[config.mk]
export PLATFORM = sky130hd
export DESIGN_NAME = traffic_sequencer
export DESIGN_NICKNAME = d
export VERILOG_FILES = /design/src/rtl/traffic_pkg.sv /design/src/rtl/sync_2ff.sv /design/src/rtl/traffic_sequencer.sv
export SDC_FILE = /design/constraint.sdc
export NUM_CORES = 1
export LEC_CHECK = 0
export CAP_MARGIN = 15
export CORE_UTILIZATION = 47
export CTS_CLUSTER_SIZE = 14
export DETAILED_ROUTE_END_ITERATION = 16
export HOLD_SLACK_MARGIN = 0.02
export PLACE_DENSITY_LB_ADDON = 0.12
export SYNTH_ARGS = -nofsm -noshare
export SYNTH_HDL_FRONTEND = slang
export SYNTH_HIERARCHICAL = 1
export SYNTH_SLANG_ARGS = --single-unit
export TNS_END_PERCENT = 30
[constraint.sdc]
create_clock -name clk -period 1.9 [get_ports clk]
set_input_delay 0.475 -clock clk [delete_from_list [all_inputs] [get_ports clk]]
set_output_delay 0.475 -clock clk [all_outputs]
set_load 0.005 [all_outputs]
[src/rtl/traffic_pkg.sv]
// Shared phase codes, road directions and default phase timings for the
// two-road intersection controller and its light driver.
package traffic_pkg;

  localparam logic [2:0] ST_ALL_RED    = 3'd0;
  localparam logic [2:0] ST_MAIN_GREEN = 3'd1;
  localparam logic [2:0] ST_MAIN_YEL   = 3'd2;
  localparam logic [2:0] ST_SIDE_GREEN = 3'd3;
  localparam logic [2:0] ST_SIDE_YEL   = 3'd4;
  localparam logic [2:0] ST_EMERGENCY  = 3'd5;

  typedef enum logic [2:0] {
    ALL_RED    = ST_ALL_RED,
    MAIN_GREEN = ST_MAIN_GREEN,
    MAIN_YEL   = ST_MAIN_YEL,
    SIDE_GREEN = ST_SIDE_GREEN,
    SIDE_YEL   = ST_SIDE_YEL,
    EMERGENCY  = ST_EMERGENCY
  } state_t;

  localparam logic DIR_MAIN = 1'b0;
  localparam logic DIR_SIDE = 1'b1;

  localparam int DEF_T_ALL_RED     = 2;
  localparam int DEF_T_MAIN_GREEN  = 10;
  localparam int DEF_T_MAIN_YEL    = 3;
  localparam int DEF_T_SIDE_GREEN  = 6;
  localparam int DEF_T_SIDE_YEL    = 3;
  localparam int DEF_T_EMERG_CLEAR = 2;
  localparam int DEF_TW            = 8;

endpackage

[src/rtl/sync_2ff.sv]
// Two-flop synchronizer for a single asynchronous level input; both flops
// clear to 0 on reset.
module sync_2ff (
  input  logic clk,
  input  logic rst,
  input  logic d,
  output logic q
);

  logic meta;

  always_ff @(posedge clk or posedge rst) begin
    if (rst) begin
      meta <= 1'b0;
      q    <= 1'b0;
    end else begin
      meta <= d;
      q    <= meta;
    end
  end

endmodule

[src/rtl/traffic_sequencer.sv]
// Intersection phase sequencer: timed main/side green-yellow-all-red cycle
// driven by a tick enable, side-road demand latching and emergency override.
module traffic_sequencer
  import traffic_pkg::*;
#(
  parameter int T_ALL_RED     = DEF_T_ALL_RED,
  parameter int T_MAIN_GREEN  = DEF_T_MAIN_GREEN,
  parameter int T_MAIN_YEL    = DEF_T_MAIN_YEL,
  parameter int T_SIDE_GREEN  = DEF_T_SIDE_GREEN,
  parameter int T_SIDE_YEL    = DEF_T_SIDE_YEL,
  parameter int T_EMERG_CLEAR = DEF_T_EMERG_CLEAR,
  parameter int TW            = DEF_TW
) (
  input  logic          clk,
  input  logic          rst,
  input  logic          tick,
  input  logic          side_req,
  input  logic          emerg_req,
  output logic [2:0]    current_state,
  output logic          emerg_active,
  output logic [TW-1:0] time_left,
  output logic          side_pending
);

  state_t        state_q, state_d;
  logic [TW-1:0] timer_q, timer_d;
  logic          dir_q, dir_d;
  logic          pend_d;
  logic          side_sync, esync;
  logic          expire;
  logic          side_entry;

  sync_2ff u_sync_side (
    .clk (clk),
    .rst (rst),
    .d   (side_req),
    .q   (side_sync)
  );

  sync_2ff u_sync_emerg (
    .clk (clk),
    .rst (rst),
    .d   (emerg_req),
    .q   (esync)
  );

  // Timer reload value for a phase: the phase lasts exactly T_x ticks.
  function automatic logic [TW-1:0] phase_len(input state_t s);
    case (s)
      MAIN_GREEN: phase_len = TW'(T_MAIN_GREEN - 1);
      MAIN_YEL:   phase_len = TW'(T_MAIN_YEL - 1);
      SIDE_GREEN: phase_len = TW'(T_SIDE_GREEN - 1);
      SIDE_YEL:   phase_len = TW'(T_SIDE_YEL - 1);
      EMERGENCY:  phase_len = TW'(T_EMERG_CLEAR - 1);
      default:    phase_len = TW'(T_ALL_RED - 1);
    endcase
  endfunction

  assign expire = tick && (timer_q == '0);

  always_comb begin
    state_d = state_q;
    dir_d   = dir_q;
    timer_d = (tick && (timer_q != '0)) ? timer_q - TW'(1) : timer_q;
    case (state_q)
      ALL_RED: begin
        if (esync)       state_d = EMERGENCY;
        else if (expire) state_d = (dir_q == DIR_MAIN) ? MAIN_GREEN : SIDE_GREEN;
      end
      MAIN_GREEN: begin
        // Without side demand an expired green simply holds at time_left 0.
        if (esync || (expire && side_pending)) state_d = MAIN_YEL;
      end
      MAIN_YEL: begin
        if (expire) begin
          if (esync) begin
            state_d = EMERGENCY;
          end else begin
            state_d = ALL_RED;
            dir_d   = DIR_SIDE;
          end
        end
      end
      SIDE_GREEN: begin
        if (esync || expire) state_d = SIDE_YEL;
      end
      SIDE_YEL: begin
        if (expire) begin
          if (esync) begin
            state_d = EMERGENCY;
          end else begin
            state_d = ALL_RED;
            dir_d   = DIR_MAIN;
          end
        end
      end
      EMERGENCY: begin
        if (esync) begin
          timer_d = phase_len(EMERGENCY);
        end else if (expire) begin
          state_d = ALL_RED;
          dir_d   = DIR_MAIN;
        end
      end
      default: state_d = ALL_RED;
    endcase
    if (state_d != state_q) timer_d = phase_len(state_d);
    // A fresh side request on the entry edge keeps the demand latched.
    side_entry = (state_d == SIDE_GREEN) && (state_q != SIDE_GREEN);
    pend_d     = side_sync | (side_pending & ~side_entry);
  end

  always_ff @(posedge clk or posedge rst) begin
    if (rst) begin
      state_q      <= ALL_RED;
      timer_q      <= TW'(T_ALL_RED - 1);
      dir_q        <= DIR_MAIN;
      side_pending <= 1'b0;
      emerg_active <= 1'b0;
    end else begin
      state_q      <= state_d;
      timer_q      <= timer_d;
      dir_q        <= dir_d;
      side_pending <= pend_d;
      emerg_active <= (state_d == EMERGENCY);
    end
  end

  assign current_state = state_q;
  assign time_left     = timer_q;

endmodule

* After elaboration in Yosys (flattened, before gate mapping)
Index checks and enable logic that the tools add are counted.
Widths: inputs -> output; s select.
** Word-level totals
- Register bits :: 18
- Memories kept :: 0
- Output and inout port bits :: 13
- Input bits :: 5
- Bits in writable memories :: 0
- Bits in read-only memories :: 0
- Logic and storage cells :: 66
- Latch bits :: 0
** Operators by class
- Muxes and demuxes :: 22
- Shifts and indexed selects :: 0
- Magnitude comparators :: 0
- Div/mod/pow operators :: 0
- Equal/unequal tests :: 18
- Multipliers :: 0
- Add/subtract/negate cells :: 1
- Bitwise gates (word level) :: 3
- Reduce and logical (&&, ||, !) cells :: 13
** Operators by type and width (count)
- $mux 8 :: 4
- $mux 3 :: 8
- $pmux 3 s5 :: 1
- $eq 3x2->1 const B :: 4
- $eq 3x3->1 const B :: 4
- $ne 2x2->1 const B :: 6
- $pmux 4 s3 :: 1
- $logic_not 8->1 :: 1
- $reduce_bool 8->1 :: 1
- $sub 8x1->8 const B :: 1
- $reduce_and 7->1 :: 1
- $eq 3x1->1 const B :: 2
- $mux 1 :: 6
- $logic_and 1x1->1 :: 4
- $reduce_or 2->1 :: 2
- $logic_not 3->1 :: 1
- $ne 3x2->1 const B :: 1
- $ne 3x3->1 :: 1
- $pmux 1 s3 :: 1
- $reduce_bool 3->1 :: 1
- $logic_or 1x1->1 :: 2
- $mux 2 :: 1
- $and 1x1->1 :: 1
- $not 1->1 :: 1
- $or 1x1->1 :: 1

* Longest topological paths before layout
Gate-level depths: netlist of the first run.
- Depth in word-level cells :: 11
- Mapped depth :: 9
- Depth with buffers taken out :: 8

* Cells and area by module
Netlist of the first run, hierarchy kept.
** By module, submodules not included
- traffic_sequencer :: cells an instance 114, sequential area each 351.6 um^2, times used 1, area an instance 985.9 um^2
- sync_2ff :: cells an instance 3, sequential area each 50.0 um^2, times used 2, area an instance 53.8 um^2

* Least setup slack after synthesis of the first run
No wires, ideal clock.
- Path kind :: flip-flop to flip-flop
- Start :: register timer_q[0] (netlist: time_left[0])
- End :: register timer_q[0] (netlist: time_left[0])
- Clock period less this slack :: 2.146 ns
- Data required time :: 1.823 ns
- Library setup time :: 0.077 ns
- Stages on the path, launching flop included :: 9
- Path buffers :: 0
- Slack :: -0.246 ns
- Data arrival time :: 2.069 ns
- Cell sequence :: dfstp_2 inv_1 ha_1 or4bb_1 nor2_1 o221a_1 nor4_2 nand2_1 o21a_1
** On the way
- Cells in the longest elaborated chain, start to end :: 10
- Elaborated cells between the ends (all ways) :: 27
- Those cells by class :: add/sub: 1; eq/ne: 5; mux: 13; reduce/logical: 8
** RTL lines
- start, declared :: line traffic_sequencer.sv:26 : logic [TW-1:0] timer_q, timer_d;
- start signal, assigned :: line traffic_sequencer.sv:116 : timer_q <= TW'(T_ALL_RED - 1);
- start signal, assigned :: line traffic_sequencer.sv:122 : timer_q <= timer_d;
- $logic_not 8->1 :: line traffic_sequencer.sv:59 : assign expire = tick && (timer_q == '0);
- $logic_and 1x1->1 :: line traffic_sequencer.sv:59
- $logic_and 1x1->1 :: line traffic_sequencer.sv:72 : if (esync || (expire && side_pending)) state_d = MAIN_YEL;
- $logic_or 1x1->1 :: line traffic_sequencer.sv:72
- $mux 3 :: line traffic_sequencer.sv:72
- $pmux 3 s5 :: line traffic_sequencer.sv:65 : case (state_q)
- $eq 3x3->1 or $eq 3x2->1 (tied branches) :: line traffic_sequencer.sv:49 : case (s)
- $reduce_or 2->1 (no line)
- $pmux 4 s3 :: line traffic_sequencer.sv:49
- $mux 8 (*) :: line traffic_sequencer.sv:107 : if (state_d != state_q) timer_d = phase_len(state_d);
- net timer_d[0] :: line traffic_sequencer.sv:26
The timed path passes the listed nets; every way through them passes the cells marked *.
A chain may end at the register's enable or synchronous reset.

* Final worst setup path of the first run
- Start :: register timer_q[1] (netlist: time_left[1])
- End :: register timer_q[0] (netlist: time_left[0])
The elaborated chain is that of the path after synthesis.

==> results of run 1 <==
kinds of logic (layout without fill, tap and decap cells):
| kind of cell | count (synthesis) | after routing | synth area share |
|---|---|---|---|
| fa+ha+maj | 3 | 3 | 0.03318 |
| buf+inv | 15 | 71 | 0.06064 |
| flops | 18 | 18 | 0.4130 |
| mux | 1 | 1 | 0.01030 |
| compound gates | 32 | 32 | 0.2048 |
| xor+xnor | 7 | 7 | 0.05607 |
| simple gates | 44 | 44 | 0.2220 |
worst max path at each step:
stage	endpoint	slack, ns	depth (start not counted)
global route	time_left[0]$_DFF_PP1_	-0.32	9
floorplan	time_left[3]$_DFF_PP0_	-0.19	9
global placement	time_left[3]$_DFF_PP0_	-0.65	7
CTS	time_left[3]$_DFF_PP0_	-0.24	8
detailed placement	time_left[3]$_DFF_PP0_	-0.66	7
finish	time_left[0]$_DFF_PP1_	-0.26	8
cells in the mapped netlist, types with 2 or more instances:
cell / count
nor2b_1: 3
nand2_1: 10
xnor2_1: 3
inv_1: 9
nand4_1: 2
clkbuf_1: 2
nor3_1: 4
and2_1: 3
buf_2: 2
a211o_1: 2
xor2_1: 4
o21ai_0: 8
o211ai_1: 3
a31oi_1: 3
or2_1: 2
ha_1: 2
o21ai_1: 2
dfrtp_1: 17
a21oi_1: 3
nor2_1: 10
worst max-delay path, stage by stage (launching register included):
cell and delay [ns]:
dfrtp_1 0.41, inv_2 0.09, ha_4 0.13, or4bb_4 0.49, or2_4 0.30, or2_4 0.28, o311ai_4 0.09, nand3b_1 0.16
o21a_1 0.13
sequential cells by signal, summed over array words and instances, names as in the netlist:
name	cells
u_sync_side/q	1
time_left	8
u_sync_emerg/meta	1
side_pending	1
dir_q	1
u_sync_side/meta	1
u_sync_emerg/q	1
emerg_active	1
current_state	3
metrics by stage:
stage	cell area, µm²	hold slack [ns]	power [µW]
final	1800	0.3784	3144
after global placement	1533	0.3411	2321
after global routing	1800	0.3912	3343
after CTS	1713	0.3785	2910
after floorplan	1101	0.2162	1548
after detailed placement	1533	0.3450	2364
layout make-up:
| type | count | area share |
|---|---|---|
| Clock buffer | 4 | 0.02015 |
| Inverter | 10 | 0.02085 |
| Multi-Input combinational cell | 87 | 0.4163 |
| Sequential cell | 18 | 0.2530 |
| Tap cell | 28 | 0.01946 |
| Timing Repair Buffer | 57 | 0.2703 |
timing repair:
action                     CTS  global route
setup buffers                5             1
pin swaps                   12             7
hold endpoints to repair     0             0
gates resized for setup     26            18
setup endpoints to repair   17            17
cloned                       0             0
layer usage:
| layer | GRT usage | vias to the layer above |
|---|---|---|
| met2 | 0.4378 | 47 |
| met4 | 0.09524 | 0 |
| met5 | 0 | - |
| met1 | 0.4058 | 578 |
| met3 | 0.01818 | 6 |
| li1 | - | 544 |
power by group:
part           leakage (µW)  switching [µW]  total (µW)  internal (µW)
clock network     0.0000210             115         232            117
registers          0.000216             113         631            518
logic              0.000556            1090        2280           1190
total              0.000793            1320        3140           1830
==> impl_metrics.json, run 1 <==
{
  "grt_pass1_vias": 1136,
  "slew_viol_final": 0,
  "worstPathMaxFanout": 5,
  "antenna_cells": 0,
  "p_per_area_mw_per_mm2": 1746,
  "gp_congestion": 0.9464,
  "htreeDepth": 1,
  "cts_tree": "done",
  "drc": 0,
  "drt_first_iter_violations": 38,
  "yosys_warnings": 6,
  "final_common_cell": "buf_4",
  "synth.distinct_cells": 46,
  "grt_start_max_net_pins": 15,
  "worstMarginPinSlew_ns": 0.5600,
  "wl_met3_um": 176,
  "cts.sinks": 18,
  "final.setup.tns_ns": -2.258,
  "io_buffers": 17,
  "crit_arrival_ns": 2.38,
  "top_layer": "met4",
  "avgRoutedWirePerCell_um": 16.59,
  "route.met2.wl_um": 1652,
  "max_freq_mhz": 463.0,
  "core_region_area_mm2": 0.002212,
  "maxCapViolations": 0,
  "synthesis.area_mm2": 0.001094,
  "die_w_um": 50.24,
  "hold_violations": 0,
  "period_share": 1.137,
  "status": "complete, but fails checks",
  "worstHoldPathType": "input pin to asynchronous set/reset pin",
  "final_cell_mix": "buf_4, clkdlybuf4s50_1, dfrtp_1",
  "crit_path_start_kind": "flop",
  "instances_no_fill": 204,
  "vias": 1175,
  "first_pass_iters": 5,
  "gr-total-overflow": 0,
  "initial_utilization": 0.4943,
  "ys_ff_latch": 18,
  "fin_ws_ns": -0.2598,
  "multi_input_area_um2": 749.5,
  "ys_top_cells_by_area": "dfrtp_1, o21ai_0, nand2_1, nor2_1, xor2_1",
  "ios": 18,
  "reg2reg_to": "time_left[0]$_DFF_PP1_",
  "leakage_uw": 0.0007932,
  "clkTransAtPathRegs_ns": 0.11,
  "placementRows": 17,
  "ff2ff_setup_slack_ns": -0.26,
  "synthCells": 120,
  "relSlewSlack": 0.6263,
  "cts_max_path_buffers": 2,
  "grt_pass1_wl_um": 5209,
  "holdBufCountCts": 0,
  "synth.avg_cell_area_um2": 9.113,
  "async_reset_ff_frac": 1.000,
  "ir_drop_uv": 1125,
  "syn_nets": 127,
  "violations": "negative setup slack",
  "vias_per_cell": 5.760,
  "synth_edf_count": 0,
  "cts_buffers": 3,
  "seqCellArea_um2": 455.4,
  "synth_flop_cell": "dfrtp_1",
  "fill_cells": 140,
  "dp_hpwl_um": 2316,
  "worst_clock_skew_ns": 0.006279,
  "die_area_mm2": 0.002524,
  "dp_slack_ns": -0.6642,
  "cp-end-kind": "flop",
  "ys_seq_area_frac": 0.4130,
  "wirelength_um": 3384,
  "dp_cells": 194,
  "antenna_found_initial": 0,
  "drive_above_1_share": 0.4489,
  "syn_to_final_growth_pct": 64.65,
  "wl_met1_um": 1496,
  "startpoint": "time_left[1]$_DFF_PP0_",
  "yosys.area.top_type": "dfrtp_1",
  "critPathRequiredTime_ns": 2.12,
  "clock_latency_ns": 0.29,
  "rr_startpoint": "time_left[1]$_DFF_PP0_",
  "root_buffer": "clkbuf_4",
  "synth_top_cell_area_share": 0.3890,
  "final_util": 0.8139,
  "critPathKind": "flop to flop",
  "period_needed_ns": 2.160,
  "rsz0062_at_grt": "true",
  "die_h_um": 50.24,
  "drtAntennaViolNets": 0,
  "r2r_cells": 8,
  "track_usage": 0.2793,
  "nets": 184,
  "setup_violations": 13
}
(Power assumes the default switching activity.)
==> run 2: changes to the inputs <==
--- a/config.mk
+++ b/config.mk
@@ -6,6 +6,7 @@
 export NUM_CORES = 1
 export LEC_CHECK = 0
 export CAP_MARGIN = 15
+export CORE_ASPECT_RATIO = 0.7
 export CORE_UTILIZATION = 47
 export CTS_CLUSTER_SIZE = 14
 export DETAILED_ROUTE_END_ITERATION = 16
==> impl_metrics.json, run 2 (synthesis gave the netlist of run 1 again) <==
{
  "p_per_area_mw_per_mm2": 1748,
  "cts_max_path_buffers": 2,
  "swShare": 0.4167,
  "ir_drop_uv": 869.5,
  "relSlewSlack": 0.6245,
  "antenna_cells": 0,
  "grt_pass1_wl_um": 5030,
  "maxCapViolations": 0,
  "avgRoutedWirePerCell_um": 15.64,
  "rr_startpoint": "time_left[1]$_DFF_PP0_",
  "clock_latency_ns": 0.31,
  "die_w_um": 59.65,
  "combinationalPowerShare": 0.705,
  "track_usage": 0.2783,
  "initial_utilization": 0.5035,
  "drtAntennaViolNets": 0,
  "worstPathMaxFanout": 6,
  "period_needed_ns": 2.200,
  "critPathKind": "flop to flop",
  "ff2ff_setup_slack_ns": -0.30,
  "leakage_uw": 0.0007817,
  "placementRows": 14,
  "final_cell_mix": "buf_4, dfrtp_1, clkdlybuf4s50_1",
  "rsz0062_at_grt": "true",
  "first_pass_iters": 4,
  "design_area_mm2": 0.001702,
  "cts_buffers": 3,
  "gp_congestion": 0.8807,
  "hold_violations": 0,
  "dp_slack_ns": -0.6589,
  "drive_above_1_share": 0.3941,
  "crit_arrival_ns": 2.44,
  "startpoint": "time_left[1]$_DFF_PP0_",
  "nets": 178,
  "drc": 0,
  "htreeDepth": 1,
  "fin_ws_ns": -0.3002,
  "grt_pass1_vias": 1104,
  "final_common_cell": "buf_4",
  "pwr-share-clk": 0.082,
  "critPathRequiredTime_ns": 2.14,
  "status": "complete, but fails checks",
  "crit_path_start_kind": "flop",
  "dp_cells": 195,
  "cts_tree": "done",
  "largest_reg_flops": 8,
  "cp-end-kind": "flop",
  "ios": 18,
  "seq_power_share": 0.213,
  "antenna_found_initial": 0,
  "instances_no_fill": 202,
  "worstHoldPathType": "input pin to asynchronous set/reset pin",
  "syn_to_final_growth_pct": 55.61,
  "vias": 1111,
  "root_buffer": "clkbuf_4",
  "violations": "negative setup slack",
  "core_region_area_mm2": 0.002172,
  "worst_clock_skew_ns": 0.01308,
  "cts.sinks": 18,
  "drt_first_iter_violations": 86,
  "vias_per_cell": 5.500,
  "holdBufCountCts": 0,
  "clkTransAtPathRegs_ns": 0.09,
  "dp_hpwl_um": 2387,
  "io_buffers": 17,
  "wirelength_um": 3160,
  "p_sw_uw": 1239,
  "die_area_mm2": 0.002526,
  "worstMarginPinSlew_ns": 0.5626,
  "place_area_mm2": 0.001515,
  "r2r_cells": 8,
  "gr-total-overflow": 0,
  "max_freq_mhz": 454.5,
  "slew_viol_final": 0,
  "setup_violations": 13,
  "p_int_uw": 1735,
  "die_h_um": 42.36,
  "grt_start_max_net_pins": 15,
  "period_share": 1.158,
  "reg2reg_to": "time_left[0]$_DFF_PP1_"
}
==> run 2: worst max-delay path, stage by stage, from the launching register on <==
cell and delay (ns):
dfrtp_1 0.40, inv_2 0.08, ha_4 0.13, or4bb_4 0.56, or2_4 0.29, or2_4 0.26
o311ai_2 0.10, nand3b_1 0.17, o21a_1 0.14
==> run 2: final cells by class <==
type                       count  area [µm²]
tap                           32       40.04
sequential                    18       455.4
fill                         160       470.5
timing repair buffer          51       442.9
clock buffer                   4       36.28
multi-input combinational     87       689.4
inverter                      10       37.54
==> run 2: how the worst max path moves through the flow <==
stage	to	slack, ns	cells past startpoint
floorplan	time_left[3]$_DFF_PP0_	-0.19	9
global placement	time_left[3]$_DFF_PP0_	-0.63	7
detailed placement	time_left[3]$_DFF_PP0_	-0.66	7
CTS	time_left[3]$_DFF_PP0_	-0.31	8
global route	time_left[3]$_DFF_PP0_	-0.38	8
finish	time_left[0]$_DFF_PP1_	-0.30	8
==> run 2: per-layer routing <==
metal,global-route usage,share of wire,vias to the layer above
met5,0,0,-
met4,0.06977,0.012,0
met3,0.07716,0.045,4
met2,0.4244,0.48,27
met1,0.3911,0.46,549
li1,-,-,531
==> run 2: what timing repair did <==
| action | 4_1_cts | 5_1_grt |
|---|---|---|
| pin swaps | 8 | 5 |
| cloned | 0 | 0 |
| setup buffers | 4 | 0 |
| gates resized for setup | 20 | 13 |
| setup endpoints to repair | 17 | 18 |
==> run 2: metrics by stage <==
step                  util  hold WS (ns)  setup TNS (ns)  power, µW
global placement    0.6976        0.3376          -7.365       2302
floorplan                -        0.2162         -0.7829       1548
CTS                 0.7627        0.3479          -2.841       2890
detailed placement  0.6976        0.3471          -7.531       2363
finish              0.7834        0.3589          -2.375       2974
global route        0.7834        0.3699          -3.478       3179
==> run 2: power groups by stage <==
stage / combinational [µW] / sequential [µW] / clock, µW
finish: 2100 / 635 / 244
detailed placement: 1740 / 625 / 0
floorplan: 899 / 650 / 0
global route: 2270 / 647 / 264
global placement: 1690 / 617 / 0
CTS: 2010 / 627 / 253
==> run 3: changes to the inputs <==
--- a/config.mk
+++ b/config.mk
@@ -8,7 +8,6 @@
 export CAP_MARGIN = 15
 export CORE_ASPECT_RATIO = 0.7
 export CORE_UTILIZATION = 47
-export CTS_CLUSTER_SIZE = 14
 export DETAILED_ROUTE_END_ITERATION = 16
 export HOLD_SLACK_MARGIN = 0.02
 export PLACE_DENSITY_LB_ADDON = 0.12
==> results of run 3 <==
Final layout, timing and power as in run 2 (identical DEF).
